`config.mk`:
```
export PLATFORM = sky130hd
export DESIGN_NAME = rot_job_sched
export DESIGN_NICKNAME = d
export VERILOG_FILES = /design/src/rtl/rot_pkg.sv /design/src/rtl/rot_job_sched_rr_arbiter.sv /design/src/rtl/rot_job_sched.sv
export SDC_FILE = /design/constraint.sdc
export NUM_CORES = 1
export LEC_CHECK = 0
export BUFFER_PORTS_ARGS = -buffer_cell sky130_fd_sc_hd__buf_2
export CAP_MARGIN = 5
export CORE_MARGIN = 5
export CORE_UTILIZATION = 28
export CTS_CLUSTER_SIZE = 40
export DETAILED_ROUTE_END_ITERATION = 16
export GPL_TIMING_DRIVEN = 0
export PLACE_DENSITY = 0.57
export SLEW_MARGIN = 10
export SYNTH_ARGS = -nofsm -noshare
export SYNTH_HDL_FRONTEND = slang
export SYNTH_SLANG_ARGS = --single-unit
```
`constraint.sdc`:
```
create_clock -name clk_i -period 2.24 [get_ports clk_i]
set_input_delay 0.448 -clock clk_i [delete_from_list [all_inputs] [get_ports clk_i]]
set_output_delay 0.448 -clock clk_i [all_outputs]
set_load 0.03 [all_outputs]
```
`src/rtl/rot_pkg.sv`:
```
// Shared definitions for the rotation-engine job scheduler.
// Contents: image geometry, engine address field widths, pixel/counter
// widths and the scheduler state encoding.
package rot_pkg;

   localparam int IMG_DIM     = 28;
   localparam int PIX_PER_IMG = IMG_DIM * IMG_DIM;   // 784 pixels per job

   localparam int ROW_W  = 5;
   localparam int COL_W  = 5;
   localparam int ADDR_W = ROW_W + COL_W;            // engine address {row, col}
   localparam int PIX_W  = 8;
   localparam int CNT_W  = 10;                       // holds 0..783

   typedef enum logic [1:0] {
      IDLE  = 2'd0,
      START = 2'd1,
      RUN   = 2'd2
   } sched_state_t;

endpackage

```
`src/rtl/rot_job_sched_rr_arbiter.sv`:
```
// Round-robin arbiter for the rotation scheduler (purely combinational).
// Ports:
//   req_i       - request vector, one bit per requester
//   last_i      - index of the most recently granted requester
//   gnt_o       - one-hot grant (all zero when no request)
//   gnt_idx_o   - index of the granted requester
//   gnt_valid_o - high when some requester is granted
module rr_arbiter #(
   parameter int NREQ = 2
) (
   input  logic [NREQ-1:0]         req_i,
   input  logic [$clog2(NREQ)-1:0] last_i,
   output logic [NREQ-1:0]         gnt_o,
   output logic [$clog2(NREQ)-1:0] gnt_idx_o,
   output logic                    gnt_valid_o
);

   localparam int IDX_W = $clog2(NREQ);

   logic [IDX_W-1:0] cand_s;

   // Scan from the farthest candidate to the nearest after last_i, so the
   // nearest valid requester in cyclic order is the one left standing.
   always_comb begin
      gnt_o       = '0;
      gnt_idx_o   = '0;
      gnt_valid_o = 1'b0;
      cand_s      = '0;
      for (int k = NREQ; k >= 1; k--) begin
         cand_s = IDX_W'((int'(last_i) + k) % NREQ);
         if (req_i[cand_s]) begin
            gnt_o         = '0;
            gnt_o[cand_s] = 1'b1;
            gnt_idx_o     = cand_s;
            gnt_valid_o   = 1'b1;
         end else begin
            gnt_valid_o = gnt_valid_o;
         end
      end
   end

endmodule

```
`src/rtl/rot_job_sched.sv`:
```
// Scheduler sharing one image-rotation engine between NREQ requesters.
// Accepts jobs round-robin, starts the engine with the job's angle, maps the
// engine row/col address onto the image buffer and forwards the 784-pixel
// rotated stream tagged with its owner; a watchdog aborts a stalled engine.
// Ports:
//   clk_i, rst_ni                 - clock, async active-low reset
//   req_valid_i/req_ready_o       - per-requester job handshake (ready one-hot)
//   req_img_i/req_ang_i           - packed per-requester image index / angle
//   eng_start_o/eng_abort_o       - one-cycle engine control pulses
//   eng_ang_o                     - angle of the current job
//   eng_addr_i, eng_pix_valid_i, eng_pix_i - engine address and pixel stream
//   mem_addr_o                    - image buffer address {img, row, col}
//   out_valid_o/out_pix_o/out_last_o/out_owner_o - registered pixel stream
//   done_o, err_o, busy_o         - job complete (one-hot), timeout, busy
module rot_job_sched
   import rot_pkg::*;
#(
   parameter int NREQ    = 2,
   parameter int IMG_W   = 8,
   parameter int ANG_W   = 2,
   parameter int TIMEOUT = 64
) (
   input  logic                      clk_i,
   input  logic                      rst_ni,
   input  logic [NREQ-1:0]           req_valid_i,
   output logic [NREQ-1:0]           req_ready_o,
   input  logic [NREQ*IMG_W-1:0]     req_img_i,
   input  logic [NREQ*ANG_W-1:0]     req_ang_i,
   output logic                      eng_start_o,
   output logic                      eng_abort_o,
   output logic [ANG_W-1:0]          eng_ang_o,
   input  logic [ADDR_W-1:0]         eng_addr_i,
   input  logic                      eng_pix_valid_i,
   input  logic [PIX_W-1:0]          eng_pix_i,
   output logic [IMG_W+ADDR_W-1:0]   mem_addr_o,
   output logic                      out_valid_o,
   output logic [PIX_W-1:0]          out_pix_o,
   output logic                      out_last_o,
   output logic [$clog2(NREQ)-1:0]   out_owner_o,
   output logic [NREQ-1:0]           done_o,
   output logic                      err_o,
   output logic                      busy_o
);

   localparam int OWN_W = $clog2(NREQ);
   localparam int WD_W  = $clog2(TIMEOUT);
   localparam logic [WD_W-1:0]  WD_MAX   = WD_W'(TIMEOUT - 1);
   localparam logic [CNT_W-1:0] CNT_LAST = CNT_W'(PIX_PER_IMG - 1);

   function automatic logic [NREQ-1:0] owner_onehot(input logic [OWN_W-1:0] idx);
      logic [NREQ-1:0] v;
      v      = '0;
      v[idx] = 1'b1;
      return v;
   endfunction

   sched_state_t     state_q, state_d;

   logic [NREQ-1:0]  gnt_s;
   logic [OWN_W-1:0] gnt_idx_s;
   logic             gnt_valid_s;

   logic [OWN_W-1:0] last_q;
   logic [OWN_W-1:0] owner_q;
   logic [IMG_W-1:0] img_q;
   logic [ANG_W-1:0] ang_q;
   logic [CNT_W-1:0] cnt_q;
   logic [WD_W-1:0]  wd_q;

   logic             accept_s;
   logic             pix_take_s;
   logic             last_pix_s;
   logic             timeout_s;
   logic             cool_s;

   logic             start_q;
   logic             abort_q;
   logic             err_q;
   logic             out_valid_q;
   logic [PIX_W-1:0] out_pix_q;
   logic             out_last_q;
   logic [OWN_W-1:0] out_owner_q;
   logic [NREQ-1:0]  done_q;

   rr_arbiter #(
      .NREQ (NREQ)
   ) u_arb (
      .req_i       (req_valid_i),
      .last_i      (last_q),
      .gnt_o       (gnt_s),
      .gnt_idx_o   (gnt_idx_s),
      .gnt_valid_o (gnt_valid_s)
   );

   // The cycle in which done/err is presented is not an accept cycle; this
   // guarantees one idle cycle between back-to-back jobs.
   assign cool_s = (done_q != '0) || err_q;

   // Scheduler state register.
   always_ff @(posedge clk_i or negedge rst_ni) begin
      if (!rst_ni) begin
         state_q <= IDLE;
      end else begin
         state_q <= state_d;
      end
   end

   // Next-state and per-cycle control decode.
   always_comb begin
      state_d    = state_q;
      accept_s   = 1'b0;
      pix_take_s = 1'b0;
      last_pix_s = 1'b0;
      timeout_s  = 1'b0;
      case (state_q)
         IDLE: begin
            if (gnt_valid_s && !cool_s) begin
               accept_s = 1'b1;
               state_d  = START;
            end else begin
               state_d = IDLE;
            end
         end
         START: begin
            state_d = RUN;
         end
         RUN: begin
            // A pixel in the watchdog's final cycle takes precedence.
            if (eng_pix_valid_i) begin
               pix_take_s = 1'b1;
               if (cnt_q == CNT_LAST) begin
                  last_pix_s = 1'b1;
                  state_d    = IDLE;
               end else begin
                  state_d = RUN;
               end
            end else if (wd_q == WD_MAX) begin
               timeout_s = 1'b1;
               state_d   = IDLE;
            end else begin
               state_d = RUN;
            end
         end
         default: begin
            state_d = IDLE;
         end
      endcase
   end

   // Job latch: image, angle, owner and round-robin pointer update on accept.
   always_ff @(posedge clk_i or negedge rst_ni) begin
      if (!rst_ni) begin
         img_q   <= '0;
         ang_q   <= '0;
         owner_q <= '0;
         last_q  <= OWN_W'(NREQ - 1);
      end else if (accept_s) begin
         img_q   <= req_img_i[gnt_idx_s*IMG_W +: IMG_W];
         ang_q   <= req_ang_i[gnt_idx_s*ANG_W +: ANG_W];
         owner_q <= gnt_idx_s;
         last_q  <= gnt_idx_s;
      end
   end

   // Pixel counter and saturating watchdog.
   always_ff @(posedge clk_i or negedge rst_ni) begin
      if (!rst_ni) begin
         cnt_q <= '0;
         wd_q  <= '0;
      end else if (state_q == START) begin
         cnt_q <= '0;
         wd_q  <= '0;
      end else if (pix_take_s) begin
         cnt_q <= cnt_q + CNT_W'(1);
         wd_q  <= '0;
      end else if ((state_q == RUN) && (wd_q != WD_MAX)) begin
         wd_q <= wd_q + WD_W'(1);
      end
   end

   // Registered pulses and the forwarded pixel stream.
   always_ff @(posedge clk_i or negedge rst_ni) begin
      if (!rst_ni) begin
         start_q     <= 1'b0;
         abort_q     <= 1'b0;
         err_q       <= 1'b0;
         out_valid_q <= 1'b0;
         out_pix_q   <= '0;
         out_last_q  <= 1'b0;
         out_owner_q <= '0;
         done_q      <= '0;
      end else begin
         start_q     <= accept_s;
         abort_q     <= timeout_s;
         err_q       <= timeout_s;
         out_valid_q <= pix_take_s;
         out_last_q  <= last_pix_s;
         done_q      <= last_pix_s ? owner_onehot(owner_q) : '0;
         if (pix_take_s) begin
            out_pix_q   <= eng_pix_i;
            out_owner_q <= owner_q;
         end
      end
   end

   assign req_ready_o = accept_s ? gnt_s : '0;
   assign eng_start_o = start_q;
   assign eng_abort_o = abort_q;
   assign eng_ang_o   = ang_q;
   assign mem_addr_o  = {img_q, eng_addr_i};
   assign out_valid_o = out_valid_q;
   assign out_pix_o   = out_pix_q;
   assign out_last_o  = out_last_q;
   assign out_owner_o = out_owner_q;
   assign done_o      = done_q;
   assign err_o       = err_q;
   assign busy_o      = (state_q != IDLE);

endmodule

```
==> flow_metrics.py, run 1 <==
metrics = {
    "run_status": {
        "status": "finished, final reports clean",
    },
    "synthesis": {
        "syn_area_sq_mm": 0.00218,
        "yosysSeqAreaShare": 0.517,
        "synth_compound_area_frac": 0.138,
        "synthAdderAreaFrac": 0.0115,
        "synth-simple-area-share": 0.208,
        "synth_xor_area_frac": 0.00803,
        "synth_warnings": 0,
        "synth_cell_types": 45,
        "synth_top_area_frac": 0.505,
        "synth-seq-cells": 45,
        "syn-instance-count": 222,
        "synth_fp_nets": 267,
        "synth_top_cell_by_area": "dfrtp_1",
        "yosys-top-cells-area": "dfrtp_1 50%, nand2_1 6.9%, mux2i_1 4.6%, buf_4 4.1%, nor2_1 3.3%",
        "synth_top_family_by_area": "simple AND/OR/NAND/NOR gates",
        "synth.avg_cell_area_sq_um": 9.83,
        "synthMuxAreaShare": 0.0459,
    },
    "clock_tree": {
        "clkSlewWorstSetupHoldPaths_ns": 0.08,
        "ctsHoldBuffers": 0,
        "cts_max_path_buffers": 2,
        "clk_latency_ns": 0.29,
        "cts-root-buf": "clkbuf_8",
        "htree_levels": 2,
        "numCtsBuffers": 5,
        "cts_sinks": 45,
        "cts_tree": "yes",
    },
    "timing": {
        "slew_headroom": 0.321,
        "fin_setup_tns_ns": 0,
        "skew_ns": 0.00707,
        "hold_viol": 0,
        "worst_hold_slack_ns": 0.326,
        "slew_violations": 0,
        "rsz0062_at_grt": "true",
        "tightest_slew_ns": 1.02,
        "clock.fmax_mhz": 452,
        "finalSetupViolations": 0,
        "min_period_ns": 2.21,
        "post-route-period-util": 0.988,
    },
    "finish": {
        "final_common_cell": "buf_2",
        "diodes": 0,
        "finalInstanceArea_sq_mm": 0.00281,
        "drive_gt1_frac": 0.368,
        "mostFrequentLayoutCells": "72 x buf_2, 44 x dfrtp_1, 39 x nand2_1",
        "nets": 346,
        "finish.utilization": 0.367,
        "area_growth_pct": 28.8,
    },
    "pwr": {
        "switchingPower_w": 0.00145,
        "p_int_w": 0.00195,
        "pwr-share-seq": 0.361,
        "switching_share": 0.427,
        "combPwrFrac": 0.453,
        "peakVddDrop_mv": 0.409,
        "power_leakage_nw": 1.38,
        "powerDensity_mw_per_mm2": 1210,
        "clockPowerShare": 0.185,
    },
    "placement": {
        "gp_congestion": 0.789,
        "io_buffers": 70,
        "dp_hpwl_mm": 3.81,
        "place_area_sq_mm": 0.00267,
    },
    "die": {
        "dieHeight_um": 98.3,
        "core_area_sq_mm": 0.00765,
        "die_area_sq_mm": 0.00966,
        "initial_core_util": 0.285,
        "placementRows": 32,
        "die_w_um": 98.3,
        "io_pins": 82,
    },
    "grt": {
        "grt_pass1_wl_mm": 8.56,
        "grtUsageTotal": 0.105,
        "grt_pass1_vias": 1954,
        "top_usage_layer": "met2",
        "grt_overflow": 0,
        "grt_max_degree": 46,
        "met1_usage": 0.123,
        "antenna_found_initial": 0,
        "met3_usage": 0.0307,
        "met2_usage": 0.188,
    },
    "detailed_routing": {
        "wirelength_mm": 5.10,
        "postRouteAntennaNets": 0,
        "vias": 1880,
        "via_per_inst": 4.65,
        "drc_errors": 0,
        "dr.pass1.iters": 4,
        "drtIter0Drc": 81,
        "detail_route.wl_per_cell_um": 12.6,
    },
    "worst_setup_path": {
        "path_cells": "or4_4, nor3_4, nand2_2, inv_2, buf_6",
        "cp-end-kind": "output pin",
        "crit_slowest_cell": "or4_4",
        "critPathKind": "reg2out",
        "path_buf_inv": 2,
        "cp-start-kind": "register",
        "critPathRequiredTime_ns": 1.79,
        "arrival_ns": 1.77,
        "crit_fanout": 3,
        "path_delay_family": "simple AND/OR/NAND/NOR gates",
        "critical_path.max_stage_delay_ns": 0.57,
    },
    "hold_path": {
        "min_path_type": "in2async",
    },
    "run": {
        "drv_cap": 0,
    },
}
-- cells by family after synthesis --
family,after synthesis
fa+ha+maj,2
simple gates,92
buf+inv,27
mux,10
xor+xnor,2
flops,45
compound gates,44
-- power by group through the flow --
stage / clock network (W) / registers [W] / logic, W
5_1_grt: 0.000678 / 0.00127 / 0.00169
4_1_cts: 0.000651 / 0.00123 / 0.00153
3_5_place_dp: 0 / 0.00125 / 0.00152
6_report: 0.000629 / 0.00123 / 0.00154
3_3_place_gp: 0 / 0.00124 / 0.00149
2_1_floorplan: 0 / 0.00158 / 0.000728
-- stage by stage --
stage	instances	worst slack, ns	total power, W
2_1_floorplan	222	0.0982	0.00231
3_3_place_gp	394	0.114	0.00273
3_5_place_dp	394	0.134	0.00276
4_1_cts	403	0.00932	0.00342
5_1_grt	404	-0.0429	0.00363
6_report	404	0.0258	0.00340
-- flip-flops by register name, summed over array words and instances, names as in the netlist --
signal	cells
eng_start_o	1
out_owner_o	1
cnt_q	10
owner_q	1
out_pix_o	8
out_last_o	1
state_q	2
wd_q	6
err_o	1
done_o	2
img_q	8
eng_ang_o	2
out_valid_o	1
last_q	1
-- repair_timing --
action / 4_1_cts / 5_1_grt
resized for setup: 1 / 3
pin swaps: 1 / 2
endpoints found under the setup margin: 1 / 2
buffers inserted: 1 / 1
-- area by class of cell --
| type | count | area (sq um) |
|---|---|---|
| fillers | 776 | 4840 |
| flip-flops and latches | 45 | 1130 |
| multi-input cells | 150 | 906 |
| repair buffers | 72 | 372 |
| plain buffers | 21 | 135 |
| well taps | 102 | 128 |
| clock buffers | 6 | 82.6 |
| clock inverters | 2 | 37.5 |
| inverters | 6 | 22.5 |
-- worst reg2reg max path: stages (launching register included) --
cell      delay (ns)
dfrtp_1         0.38
buf_2           0.18
nand3b_1        0.14
clkbuf_1        0.38
clkbuf_1        0.42
o21ai_0         0.16
-- Yosys cell counts (all sizes together) --
library cell	n
and2	2
nor3b	1
mux2i	10
a22o	1
nand3b	2
o211ai	6
xor2	1
ha	2
nand3	6
nor3	5
a21oi	12
or4	2
o311ai	1
and3	3
a311oi	1
inv	6
nor4b	1
nor4	2
xnor2	1
o41ai	1
o21ai	13
buf	16
nor2	19
o31ai	4
nand2b	2
a31oi	1
a21boi	2
a32o	1
nor2b	1
a211o	1
nand4	3
clkbuf	5
and4b	1
dfrtp	44
nand2	40
nand4b	2
dfstp	1
-- final timing paths --
| check | end | cells past startpoint | slack, ns | startpoint |
|---|---|---|---|---|
| max in group asynchronous | cnt_q[2] | 1 | 1.29 | rst_ni |
| min reg2reg | done_o[0] | 1 | 0.44 | owner_q |
| max | req_ready_o[1] | 5 | 0.03 | state_q[1] |
| max reg2reg | cnt_q[0] | 5 | 0.46 | state_q[1] |
| min in group clk_i | out_pix_o[7] | 3 | 0.34 | eng_pix_i[7] |
| min | wd_q[4] | 1 | 0.33 | rst_ni |
-- per-layer routing --
metal / vias to the layer above / part of all wire
li1: 920 / -
met1: 898 / 0.42
met2: 58 / 0.51
met3: 4 / 0.069
met4: 0 / 0.0051
met5: - / 0
Note: power is estimated with default switching activity, not from simulation.
==> run 2: changes to the inputs <==
--- a/config.mk
+++ b/config.mk
@@ -11,7 +11,6 @@
 export CORE_UTILIZATION = 28
 export CTS_CLUSTER_SIZE = 40
 export DETAILED_ROUTE_END_ITERATION = 16
-export GPL_TIMING_DRIVEN = 0
 export PLACE_DENSITY = 0.57
 export SLEW_MARGIN = 10
 export SYNTH_ARGS = -nofsm -noshare
==> run 2 against run 1 <==
Flip-flop and latch count did not move. Non-clock buffer count shrank 24. Maximum frequency increased by 1.5%. Clock power fell by 15%. Cell count fell by 5.9%.
==> flow_metrics.py, run 2 (same netlist as run 1, synthesis figures left out) <==
metrics = {
    "run_status": {
        "status": "finished, final reports clean",
    },
    "finish": {
        "nets": 322,
        "area_growth_pct": 21.6,
        "final_common_cell": "buf_2",
        "fill_cells": 791,
        "final_cells": 380,
        "mostFrequentLayoutCells": "59 x buf_2, 44 x dfrtp_1, 39 x nand2_1",
        "largest_reg_flops": 10,
        "finalInstanceArea_sq_mm": 0.00265,
        "multiInputGateArea_sq_um": 906,
        "diodes": 0,
        "register_area_sq_mm": 0.00113,
        "drive_gt1_frac": 0.331,
        "regMostFlops": "cnt_q",
    },
    "die": {
        "initial_core_util": 0.285,
        "core_area_sq_mm": 0.00765,
        "placementRows": 32,
        "die_w_um": 98.3,
        "io_pins": 82,
        "die_area_sq_mm": 0.00966,
        "dieHeight_um": 98.3,
    },
    "pwr": {
        "power_leakage_nw": 1.29,
        "peakVddDrop_mv": 0.403,
        "powerDensity_mw_per_mm2": 1210,
    },
    "grt": {
        "grt_overflow": 0,
        "grtUsageTotal": 0.104,
        "grt_pass1_vias": 1771,
        "grt_max_degree": 29,
        "antenna_found_initial": 0,
        "grt_pass1_wl_mm": 8.30,
    },
    "hold_path": {
        "min_path_type": "in2async",
    },
    "worst_setup_path": {
        "cp-end-kind": "output pin",
        "cp-start-kind": "register",
        "critPathKind": "reg2out",
        "critPathRequiredTime_ns": 1.79,
        "crit_fanout": 3,
        "arrival_ns": 1.73,
    },
    "timing": {
        "hold_viol": 0,
        "post-route-period-util": 0.974,
        "finalSetupViolations": 0,
        "skew_ns": 0.00837,
        "worst_hold_slack_ns": 0.154,
        "slew_headroom": 0.577,
        "slew_violations": 0,
        "tightest_slew_ns": 0.634,
        "min_period_ns": 2.18,
        "clock.fmax_mhz": 458,
        "rsz0062_at_grt": "true",
    },
    "detailed_routing": {
        "vias": 1766,
        "postRouteAntennaNets": 0,
        "via_per_inst": 4.65,
        "dr.pass1.iters": 4,
        "detail_route.wl_per_cell_um": 12.9,
        "wirelength_mm": 4.89,
        "drtIter0Drc": 64,
        "drc_errors": 0,
    },
    "clock_tree": {
        "cts_tree": "yes",
        "cts_max_path_buffers": 2,
        "cts-root-buf": "clkbuf_8",
        "ctsHoldBuffers": 0,
        "htree_levels": 2,
        "clk_latency_ns": 0.31,
        "cts_sinks": 45,
        "clkSlewWorstSetupHoldPaths_ns": 0.09,
        "numCtsBuffers": 5,
        "post_cts_buffers": 0,
    },
    "placement": {
        "place_area_sq_mm": 0.00255,
        "dp_hpwl_mm": 3.62,
        "gp_congestion": 0.760,
        "io_buffers": 61,
        "dp_cells": 372,
    },
    "run": {
        "drv_cap": 0,
    },
}
run 2: cell type report:
class,instances,share of cell area
multi-input combinational,150,0.341
timing repair buffer,69,0.141
inverter,6,0.00849
clock buffer,6,0.0311
sequential,45,0.425
clock inverter,2,0.00519
tap,102,0.0481
run 2: final timing paths:
| path | from | end | slack [ns] | cells past startpoint |
|---|---|---|---|---|
| min in group clk_i | eng_pix_i[5] | out_pix_o[5] | 0.33 | 3 |
| worst min-delay path | rst_ni | cnt_q[8] | 0.15 | 1 |
| worst max-delay path | state_q[0] | req_ready_o[1] | 0.06 | 5 |
| worst min register to register | owner_q | done_o[0] | 0.43 | 1 |
| max in group asynchronous | rst_ni | last_q | 1.42 | 2 |
| worst max register to register | state_q[0] | cnt_q[9] | 0.52 | 6 |
run 2: repair_timing:
item                       CTS  global route
pin swaps                    1             0
setup endpoints to repair    1             2
gates resized for setup      4             2
run 2: per-stage QoR:
step	util	worst slack (ns)	total power, W	setup TNS [ns]
after floorplan	-	0.0982	0.00231	0
after global placement	0.333	0.274	0.00268	0
after detailed placement	0.333	0.252	0.00271	0
after CTS	0.347	0.0201	0.00326	0
after global routing	0.347	-0.0246	0.00345	-0.0246
final	0.347	0.0576	0.00321	0
run 2: power breakdown:
group	total (W)	switching (W)	leakage [nW]	internal, W
clock	0.000537	0.000287	0.0512	0.000250
combinational	0.00145	0.000975	0.664	0.000471
sequential	0.00123	0.000154	0.573	0.00107
total	0.00321	0.00141	1.29	0.00179
run 2: metal layers:
metal	GRT usage	wire [um]	vias up
met3	0.0271	241	8
met4	0.0399	70	0
met2	0.176	2470	36
met5	0	0	-
met1	0.126	2100	846
li1	-	-	876
run 2: critical path, cell delays in order (launching register included):
cell and delay, ns:
dfrtp_1 0.39, or4_4 0.57, nor3_4 0.15, nand2_2 0.10
inv_2 0.09, buf_6 0.12
